[src/rtl/lock_controller.sv]
// lock_controller: collects code presses, checks the comparator result, runs unlock window and lockout
module lock_controller #(
    parameter int N              = 4,
    parameter int MAX_TRIES      = 3,
    parameter int UNLOCK_CYCLES  = 8,
    parameter int LOCKOUT_CYCLES = 16
) (
    input  logic         clk,
    input  logic         rst,
    input  logic         btn_valid,
    input  logic         btn_bit,
    input  logic         clear,
    input  logic         match,
    output logic [N-1:0] entered,
    output logic         unlocked,
    output logic         locked_out,
    output logic         fail_pulse,
    output logic [3:0]   tries_left,
    output logic         busy
);
    localparam int CW   = $clog2(N + 1);
    localparam int TMAX = (UNLOCK_CYCLES > LOCKOUT_CYCLES) ? UNLOCK_CYCLES : LOCKOUT_CYCLES;
    localparam int TW   = $clog2(TMAX + 1);

    typedef enum logic [1:0] {IDLE, CHECK, OPEN, LOCKOUT} state_t;

    state_t        state, state_n;
    logic [N-1:0]  entered_n;
    logic [CW-1:0] count, count_n;
    logic [3:0]    fails, fails_n;
    logic [TW-1:0] timer, timer_n;
    logic          unlocked_n, locked_out_n, fail_pulse_n;

    assign tries_left = 4'(MAX_TRIES) - fails;

    // state register
    always_ff @(posedge clk or posedge rst) begin
        if (rst) state <= IDLE;
        else     state <= state_n;
    end

    // datapath and registered outputs
    always_ff @(posedge clk or posedge rst) begin
        if (rst) begin
            entered    <= '0;
            count      <= '0;
            fails      <= '0;
            timer      <= '0;
            unlocked   <= 1'b0;
            locked_out <= 1'b0;
            fail_pulse <= 1'b0;
            busy       <= 1'b0;
        end else begin
            entered    <= entered_n;
            count      <= count_n;
            fails      <= fails_n;
            timer      <= timer_n;
            unlocked   <= unlocked_n;
            locked_out <= locked_out_n;
            fail_pulse <= fail_pulse_n;
            busy       <= (state_n != IDLE);
        end
    end

    // next-state and next-value logic; presses are only accepted while idle/entering
    always_comb begin
        state_n      = state;
        entered_n    = entered;
        count_n      = count;
        fails_n      = fails;
        timer_n      = timer;
        unlocked_n   = unlocked;
        locked_out_n = locked_out;
        fail_pulse_n = 1'b0;
        case (state)
            IDLE: begin
                if (clear) begin
                    entered_n = '0;
                    count_n   = '0;
                end else if (btn_valid) begin
                    entered_n = {entered[N-2:0], btn_bit};
                    if (count == CW'(N - 1)) begin
                        count_n = '0;
                        state_n = CHECK;
                    end else begin
                        count_n = count + 1'b1;
                    end
                end
            end
            CHECK: begin
                entered_n = '0;
                if (match) begin
                    state_n    = OPEN;
                    timer_n    = TW'(UNLOCK_CYCLES);
                    unlocked_n = 1'b1;
                    fails_n    = '0;
                end else begin
                    fail_pulse_n = 1'b1;
                    fails_n      = (fails >= 4'(MAX_TRIES)) ? fails : fails + 4'd1;
                    if (fails_n == 4'(MAX_TRIES)) begin
                        state_n      = LOCKOUT;
                        timer_n      = TW'(LOCKOUT_CYCLES);
                        locked_out_n = 1'b1;
                    end else begin
                        state_n = IDLE;
                    end
                end
            end
            OPEN: begin
                if (clear || timer <= TW'(1)) begin
                    state_n    = IDLE;
                    unlocked_n = 1'b0;
                    timer_n    = '0;
                end else begin
                    timer_n = timer - 1'b1;
                end
            end
            LOCKOUT: begin
                if (timer <= TW'(1)) begin
                    state_n      = IDLE;
                    locked_out_n = 1'b0;
                    fails_n      = '0;
                    timer_n      = '0;
                end else begin
                    timer_n = timer - 1'b1;
                end
            end
            default: state_n = IDLE;
        endcase
    end
endmodule

[config.mk]
export PLATFORM = sky130hd
export DESIGN_NAME = lock_controller
export DESIGN_NICKNAME = d
export VERILOG_FILES = /design/src/rtl/lock_controller.sv
export SDC_FILE = /design/constraint.sdc
export NUM_CORES = 1
export LEC_CHECK = 0
export ABC_CLOCK_PERIOD_IN_PS = 4900
export CAP_MARGIN = 40
export CORE_MARGIN = 5
export CORE_UTILIZATION = 45
export CTS_BUF_LIST = sky130_fd_sc_hd__clkbuf_4 sky130_fd_sc_hd__clkbuf_8
export DETAILED_ROUTE_END_ITERATION = 8
export PLACE_DENSITY = 0.68
export SLEW_MARGIN = 20
export SYNTH_ARGS = -nofsm -noshare
export SYNTH_HDL_FRONTEND = slang
export SYNTH_SLANG_ARGS = --single-unit
[constraint.sdc]
create_clock -name clk -period 4.9 [get_ports clk]
set_clock_uncertainty 0.05 [all_clocks]
set_input_delay 0.49 -clock clk [delete_from_list [all_inputs] [get_ports clk]]
set_output_delay 0.49 -clock clk [all_outputs]
set_load 0.1 [all_outputs]
==> results of run 1 <==
==> worst max-delay path, delay by kind of cell (launching register included) <==
family                   cells  cell delay [ps]
flip-flops                   1              410
adder cells (fa/ha/maj)      1              280
buffers and inverters        3              780
==> worst paths after layout <==
kind | start | endpoint | slack, ps | cells past startpoint
worst max-delay path | fails[2]$_DFFE_PP0P_ | tries_left[3] | 2580 | 4
worst min-delay path | rst | fails[3]$_DFFE_PP0P_ | 400 | 2
min in group clk | count[2]$_DFFE_PP0P_ | count[2]$_DFFE_PP0P_ | 460 | 1
worst min register to register | count[2]$_DFFE_PP0P_ | count[2]$_DFFE_PP0P_ | 460 | 1
max in group asynchronous | rst | entered[0]$_DFFE_PP0P_ | 3970 | 3
worst max register to register | fails[2]$_DFFE_PP0P_ | timer[2]$_DFFE_PP0P_ | 3070 | 6
==> power by group through the flow <==
stage | registers [W] | clock network [W] | logic [W]
6_report | 0.000224 | 0.0000822 | 0.000223
5_1_grt | 0.000227 | 0.0000910 | 0.000242
4_1_cts | 0.000223 | 0.0000846 | 0.000226
3_5_place_dp | 0.000226 | 0 | 0.000225
3_3_place_gp | 0.000225 | 0 | 0.000186
2_1_floorplan | 0.000241 | 0 | 0.000135
==> sequential cells by signal, summed over array words and instances, names as in the netlist <==
name,flops
fail_pulse,1
unlocked,1
count,3
busy,1
entered,4
state,2
fails,4
locked_out,1
timer,5
==> cells in the mapped netlist, drive strengths merged (2+ instances only) <==
| cell | n |
|---|---|
| a22o | 3 |
| or2 | 2 |
| nand4 | 2 |
| nand3 | 5 |
| nand2b | 2 |
| ha | 5 |
| nor2b | 10 |
| a21oi | 14 |
| o211ai | 2 |
| a31oi | 4 |
| o31a | 2 |
| o21ai | 9 |
| nand2 | 12 |
| dfrtp | 22 |
| buf | 2 |
| nor2 | 7 |
| inv | 8 |
==> through the flow <==
step | util | worst slack (ps)
2_1_floorplan | - | 3110
3_3_place_gp | 0.553 | 2550
3_5_place_dp | 0.630 | 2770
4_1_cts | 0.639 | 2570
5_1_grt | 0.639 | 2490
6_report | 0.639 | 2580
==> cells by family (layout without fill, tap and decap cells) <==
| kind of cell | Yosys count | count (layout) | synth area share |
|---|---|---|---|
| buffers and inverters | 11 | 41 | 0.0385 |
| muxes | 1 | 1 | 0.00936 |
| adders and majority gates | 5 | 5 | 0.0520 |
| AOI/OAI and AO/OA | 43 | 43 | 0.250 |
| and+or+nand+nor | 43 | 43 | 0.192 |
| DFF | 22 | 22 | 0.458 |
==> layout make-up <==
cell class	count	area [µm²]
Clock buffer	3	22.5
Fill cell	206	911
Inverter	8	30.0
Multi-Input combinational cell	92	606
Sequential cell	22	551
Tap cell	30	37.5
Timing Repair Buffer	30	365
==> per-layer routing <==
layer | vias up | routed length, µm
met5 | - | 0
met4 | 0 | 14
met3 | 4 | 106
met2 | 21 | 1320
met1 | 505 | 1160
li1 | 516 | -
==> summary.md, run 1 <==
| Metric | Value |
|---|---|
| Final setup violating endpoints | 0 |
| Commonest register cell after synthesis | sky130_fd_sc_hd__dfrtp_1 |
| Max clock buf depth | 2 |
| Leakage power | approximately 0.7 nW |
| Core area | 2520 µm² |
| Power share of the combinational group | 0.422 |
| Critical Path Source Type | register |
| Cells along the critical path | inv_1 > ha_1 > clkdlybuf4s50_1 > buf_8 |
| Overall die area | 3810 µm² |
| First-pass GRT wire length | 4520 µm |
| Clock Sinks | 22 |
| Run status | completed |
| Number of H-tree levels | 1 |
| Synth Net Count | between 100 and 150 |
| Cell types occupying the most area after synthesis | sky130_fd_sc_hd__dfrtp_1 46%, sky130_fd_sc_hd__a21oi_1 5.8%, sky130_fd_sc_hd__ha_1 5.2% |
| Clk slew on worst S/H paths | ~120 ps |
| Ports placed on the boundary | 18 |
| Number of buffers created by CTS | 3 |
| Source-to-sink clock delay at the later pin of the worst-skew pair | a little over 300 ps |
| Yosys top cell area share | 0.458 |
| M2 GR Usage | 0.283 |
| Setup repair after global routing missed its margin | no |
| Internal power of the cells | between 0.0003 and 0.0004 W |
| Buffers added on ports | 17 |
| Slowest cell delay on critical path | 510 ps |
| Number of DRC markers after the initial detailed-route iteration | 20 |
| Worst Path Required | between 4000 and 5000 ps |
| Die height | 61.7 µm |
| Worst Setup End Kind | primary output |
| Post-synth design cell area | around 1200 µm² |
| Classification of the worst-slack hold path | in2async |
| GR Layer Usage met1 | 0.194 |
| Setup repair bufs after CTS | 0 |
| Final hold slack | roughly 400 ps |
| Drt wl/cell | ~14 µm |
| Setup_tns | 0 ps |
| Root Driver | sky130_fd_sc_hd__clkbuf_4 |
| Global-route track usage on met3 | 0.0248 |
| Switching power | between 0.0002 and 0.00025 W |
| Area delta synth->final | 34.0% |
| Vias in the first global route | 1024 |
| Maximum fanout count along the critical path | 4 |
| Mapped Cells | around 130 |
| Switching part of the total power | 0.406 |
| Tot GR Track Use | 0.159 |
| Type of the setup path with the least slack | reg2out |
| Data arrival time of the worst path | about 1800 ps |
| Post-route design area | 1610 µm² |
| Clock network fraction of design power | 0.155 |
| Yosys reg bits | 22 |
| Final net count | 168 |
| Effective utilization at floorplan | 0.477 |
| Part of the Yosys area used for sequential elements | 0.458 |
| Largest net degree at the start of global routing | 15 |
| Most common cell after layout, fill and taps aside | sky130_fd_sc_hd__dfrtp_1 |
| Detailed-route vias per instance | around 5.7 |
| Synth cell types | 36 |
| Placement row count | 18 |
| Final cell count without fillers | 185 |
| Max-cap viol count | 0 |
| Top Usage Layer GRT | met2 |
| Minimum clock period | 2320 ps |
| Instance area after placement | between 1500 and 2000 µm² |
| Final estimated routing congestion in global placement | roughly 0.79 |
| Number of enable flip-flop cells after synthesis | 0 |
| Total power density per cell area | ~330 nW/µm² |
| Total number of yosys warnings | 0 |
| Final period util | 0.474 |
| Average cell area after synthesis | a little under 10 µm² |
| Post-detailed-routing wire length | between 2000 and 3000 µm |
| Total iterations of the first detailed-routing run | 4 |
| Slew @ Worst Pin | roughly 420 ps |
| Remaining antenna violation count after routing | 0 |
| CTS tree | done |
| Most frequent cells in the layout | 22 x sky130_fd_sc_hd__dfrtp_1, 17 x sky130_fd_sc_hd__clkdlybuf4s50_1, 14 x sky130_fd_sc_hd__a21oi_1 |
| HPWL after DPL | 2090 µm |
| Post-layout power | 0.000529 W |
| Number of cells upsized or downsized after cts | 0 |
| Antenna Cells | 0 |
| Fraction of final layout cells sized beyond drive strength 1 | 0.174 |
| Maximum vdd drop | roughly 0.32 mV |
| Rel. slew slack | 0.723 |
| Relative contribution of sequential cells to total power | 0.423 |
| Number of cells in the design after placement | 182 |
| Width of the die | approximately 62 µm |
| Library cell occupying the most area in the post-synthesis netlist | sky130_fd_sc_hd__dfrtp_1 |
| Final slew viol count | 0 |
| Global route overflow | 0 |
| Number of antenna violations at the first check in global routing | 0 |
| Vias after detailed routing | roughly 1000 |
| Drc violations | 0 |
| Maximum operating frequency | about 430 MHz |
| Final hold viol count | 0 |
| Standard cell with the maximum stage delay on the critical path | sky130_fd_sc_hd__clkdlybuf4s50_1 |
| Synth async-reset ratio | 1.00 |
| Number of buffers inserted for hold repair after clock tree synthesis | 0 |
(Power assumes the default switching activity.)
==> inputs of run 2 (changes only) <==
--- a/config.mk
+++ b/config.mk
@@ -5,13 +5,13 @@
 export SDC_FILE = /design/constraint.sdc
 export NUM_CORES = 1
 export LEC_CHECK = 0
-export ABC_CLOCK_PERIOD_IN_PS = 4900
+export ABC_CLOCK_PERIOD_IN_PS = 1900
 export CAP_MARGIN = 40
 export CORE_MARGIN = 5
 export CORE_UTILIZATION = 45
 export CTS_BUF_LIST = sky130_fd_sc_hd__clkbuf_4 sky130_fd_sc_hd__clkbuf_8
 export DETAILED_ROUTE_END_ITERATION = 8
-export PLACE_DENSITY = 0.68
+export PLACE_DENSITY = 0.71
 export SLEW_MARGIN = 20
 export SYNTH_ARGS = -nofsm -noshare
 export SYNTH_HDL_FRONTEND = slang
==> constraint.sdc (replaced) <==
create_clock -name clk -period 1.9 [get_ports clk]
set_clock_uncertainty 0.05 [all_clocks]
set_input_delay 0.19 -clock clk [delete_from_list [all_inputs] [get_ports clk]]
set_output_delay 0.19 -clock clk [all_outputs]
set_load 0.1 [all_outputs]
==> summary.md, run 2 (same netlist as run 1, synthesis figures left out) <==
| Metric | Value |
|---|---|
| Run status | completed |
| Multi-input logic area | just over 600 µm² |
| Total power density per cell area | between 1000 and 1500 nW/µm² |
| Instance area after placement | ~1400 µm² |
| Setup_tns | 0 ps |
| Number of buffers created by CTS | 3 |
| HPWL after DPL | between 1500 and 2000 µm |
| Detailed-route vias per instance | about 5.7 |
| Most common cell after layout, fill and taps aside | sky130_fd_sc_hd__dfrtp_1 |
| Die height | 61.7 µm |
| Overall die area | about 3800 µm² |
| Core area | approximately 2500 µm² |
| Source-to-sink clock delay at the later pin of the worst-skew pair | ~310 ps |
| Flip-flop count of the largest register after layout | 5 |
| Setup repair after global routing missed its margin | no |
| Number of antenna violations at the first check in global routing | 0 |
| Drc violations | 0 |
| CTS tree | done |
| Maximum operating frequency | approximately 550 MHz |
| Classification of the worst-slack hold path | in2async |
| Final net count | 159 |
| Total routed wire length on the met1 layer | between 1000 and 1500 µm |
| Number of fill cells | 230 |
| Leakage power | about 0.67 nW |
| Reg with most FFs | timer |
| Post-route design area | 1480 µm² |
| Number of H-tree levels | 1 |
| First-pass GRT wire length | between 4000 and 5000 µm |
| Vias in the first global route | slightly above 1000 |
| Largest registers | timer x5, entered x4, fails x4 |
| Final slew viol count | 0 |
| Clock Sinks | 22 |
| Largest net degree at the start of global routing | 23 |
| Most frequent cells in the layout | 22 x sky130_fd_sc_hd__dfrtp_1, 14 x sky130_fd_sc_hd__a21oi_1, 13 x sky130_fd_sc_hd__buf_4 |
| Final estimated routing congestion in global placement | slightly below 0.9 |
| Slew @ Worst Pin | 419 ps |
| Fraction of final layout cells sized beyond drive strength 1 | 0.211 |
| Global route overflow | 0 |
| Tot GR Track Use | 0.160 |
| Placement row count | 18 |
| Data arrival time of the worst path | 1960 ps |
| Number of cells upsized or downsized after cts | 0 |
| Rel. slew slack | 0.720 |
| Number of DRC markers after the initial detailed-route iteration | just under 60 |
| Final period util | 0.949 |
| Total area of sequential cells | 551 µm² |
| Maximum fanout count along the critical path | 4 |
| Remaining antenna violation count after routing | 0 |
| Max clock buf depth | 2 |
| Ports placed on the boundary | 18 |
| Type of the setup path with the least slack | reg2reg |
| Worst Setup End Kind | register |
| Max-cap viol count | 0 |
| Antenna Cells | 0 |
| Effective utilization at floorplan | 0.477 |
| Worst Path Required | 2050 ps |
| Minimum clock period | 1800 ps |
| Vias after detailed routing | about 1000 |
| Sum of met3 wire segment lengths after detailed routing | roughly 120 µm |
| Critical Path Source Type | register |
| Final setup violating endpoints | 0 |
| Clk slew on worst S/H paths | 130 ps |
| Maximum vdd drop | ~1.2 mV |
| Drt wl/cell | between 10 and 15 µm |
| Root Driver | sky130_fd_sc_hd__clkbuf_4 |
| Highest Signal Layer | met4 |
| Routed wl met2 | ~1300 µm |
| Area delta synth->final | 23.4% |
| Width of the die | about 62 µm |
| Total iterations of the first detailed-routing run | 4 |
| Buffers added on ports | 17 |
| Post-detailed-routing wire length | approximately 2600 µm |
| Final hold viol count | 0 |
-- run 2: changes by cell type in the layout (fill, tap and decap cells not counted), sizes merged --
| cell | change |
|---|---|
| bufinv | +1 |
| buf | +3 |
| clkdlybuf4s50 | -12 |
-- run 2: through the flow --
stage	worst slack (ps)	power, W	hold WS (ps)	utilization	cells
floorplan	228	0.000969	129	-	125
global placement	159	0.00112	431	0.564	172
detailed placement	112	0.00113	439	0.564	172
CTS	90.4	0.00149	156	0.585	176
global route	14.5	0.00156	182	0.588	177
finish	96.8	0.00148	151	0.588	177
-- run 2: metal layers --
metal	vias up	track usage
met5	-	0
met4	0	0.0636
met3	4	0.0372
met2	33	0.271
met1	470	0.197
li1	495	-
-- run 2: critical path: stages (launching register included) --
cell and delay (ps):
sky130_fd_sc_hd__dfrtp_1 410, sky130_fd_sc_hd__inv_1 70, sky130_fd_sc_hd__ha_1 230, sky130_fd_sc_hd__nor2b_2 200
sky130_fd_sc_hd__o31ai_4 230, sky130_fd_sc_hd__a31oi_2 150, sky130_fd_sc_hd__a221o_1 360
-- run 2: final timing paths --
check | startpoint | end | slack (ps) | cells past startpoint
worst max-delay path | fails[2]$_DFFE_PP0P_ | timer[2]$_DFFE_PP0P_ | 100 | 6
worst max register to register | fails[2]$_DFFE_PP0P_ | timer[2]$_DFFE_PP0P_ | 100 | 6
min in group clk | btn_bit | entered[0]$_DFFE_PP0P_ | 460 | 3
worst min register to register | entered[3]$_DFFE_PP0P_ | entered[3]$_DFFE_PP0P_ | 460 | 1
max in group asynchronous | rst | timer[3]$_DFFE_PP0P_ | 1420 | 3
worst min-delay path | rst | fail_pulse$_DFF_PP0_ | 150 | 3
-- run 2: area by class of cell --
cell class | instances | area share
Timing Repair Buffer | 21 | 0.140
Inverter | 8 | 0.0202
Multi-Input combinational cell | 92 | 0.408
Tap cell | 30 | 0.0253
Clock buffer | 3 | 0.0152
Sequential cell | 22 | 0.371
Clock inverter | 1 | 0.0202
-- run 2: report_power, final --
part | switching, W | total, W | internal [W]
Clock | 0.000148 | 0.000361 | 0.000213
Sequential | 0.0000615 | 0.000580 | 0.000519
Combinational | 0.000356 | 0.000544 | 0.000188
Total | 0.000565 | 0.00148 | 0.000919
-- run 2: what timing repair did --
action,in CTS,in global routing
hold endpoints to repair,0,0
hold buffers,0,0
buffers inserted,0,1
setup endpoints to repair,0,1
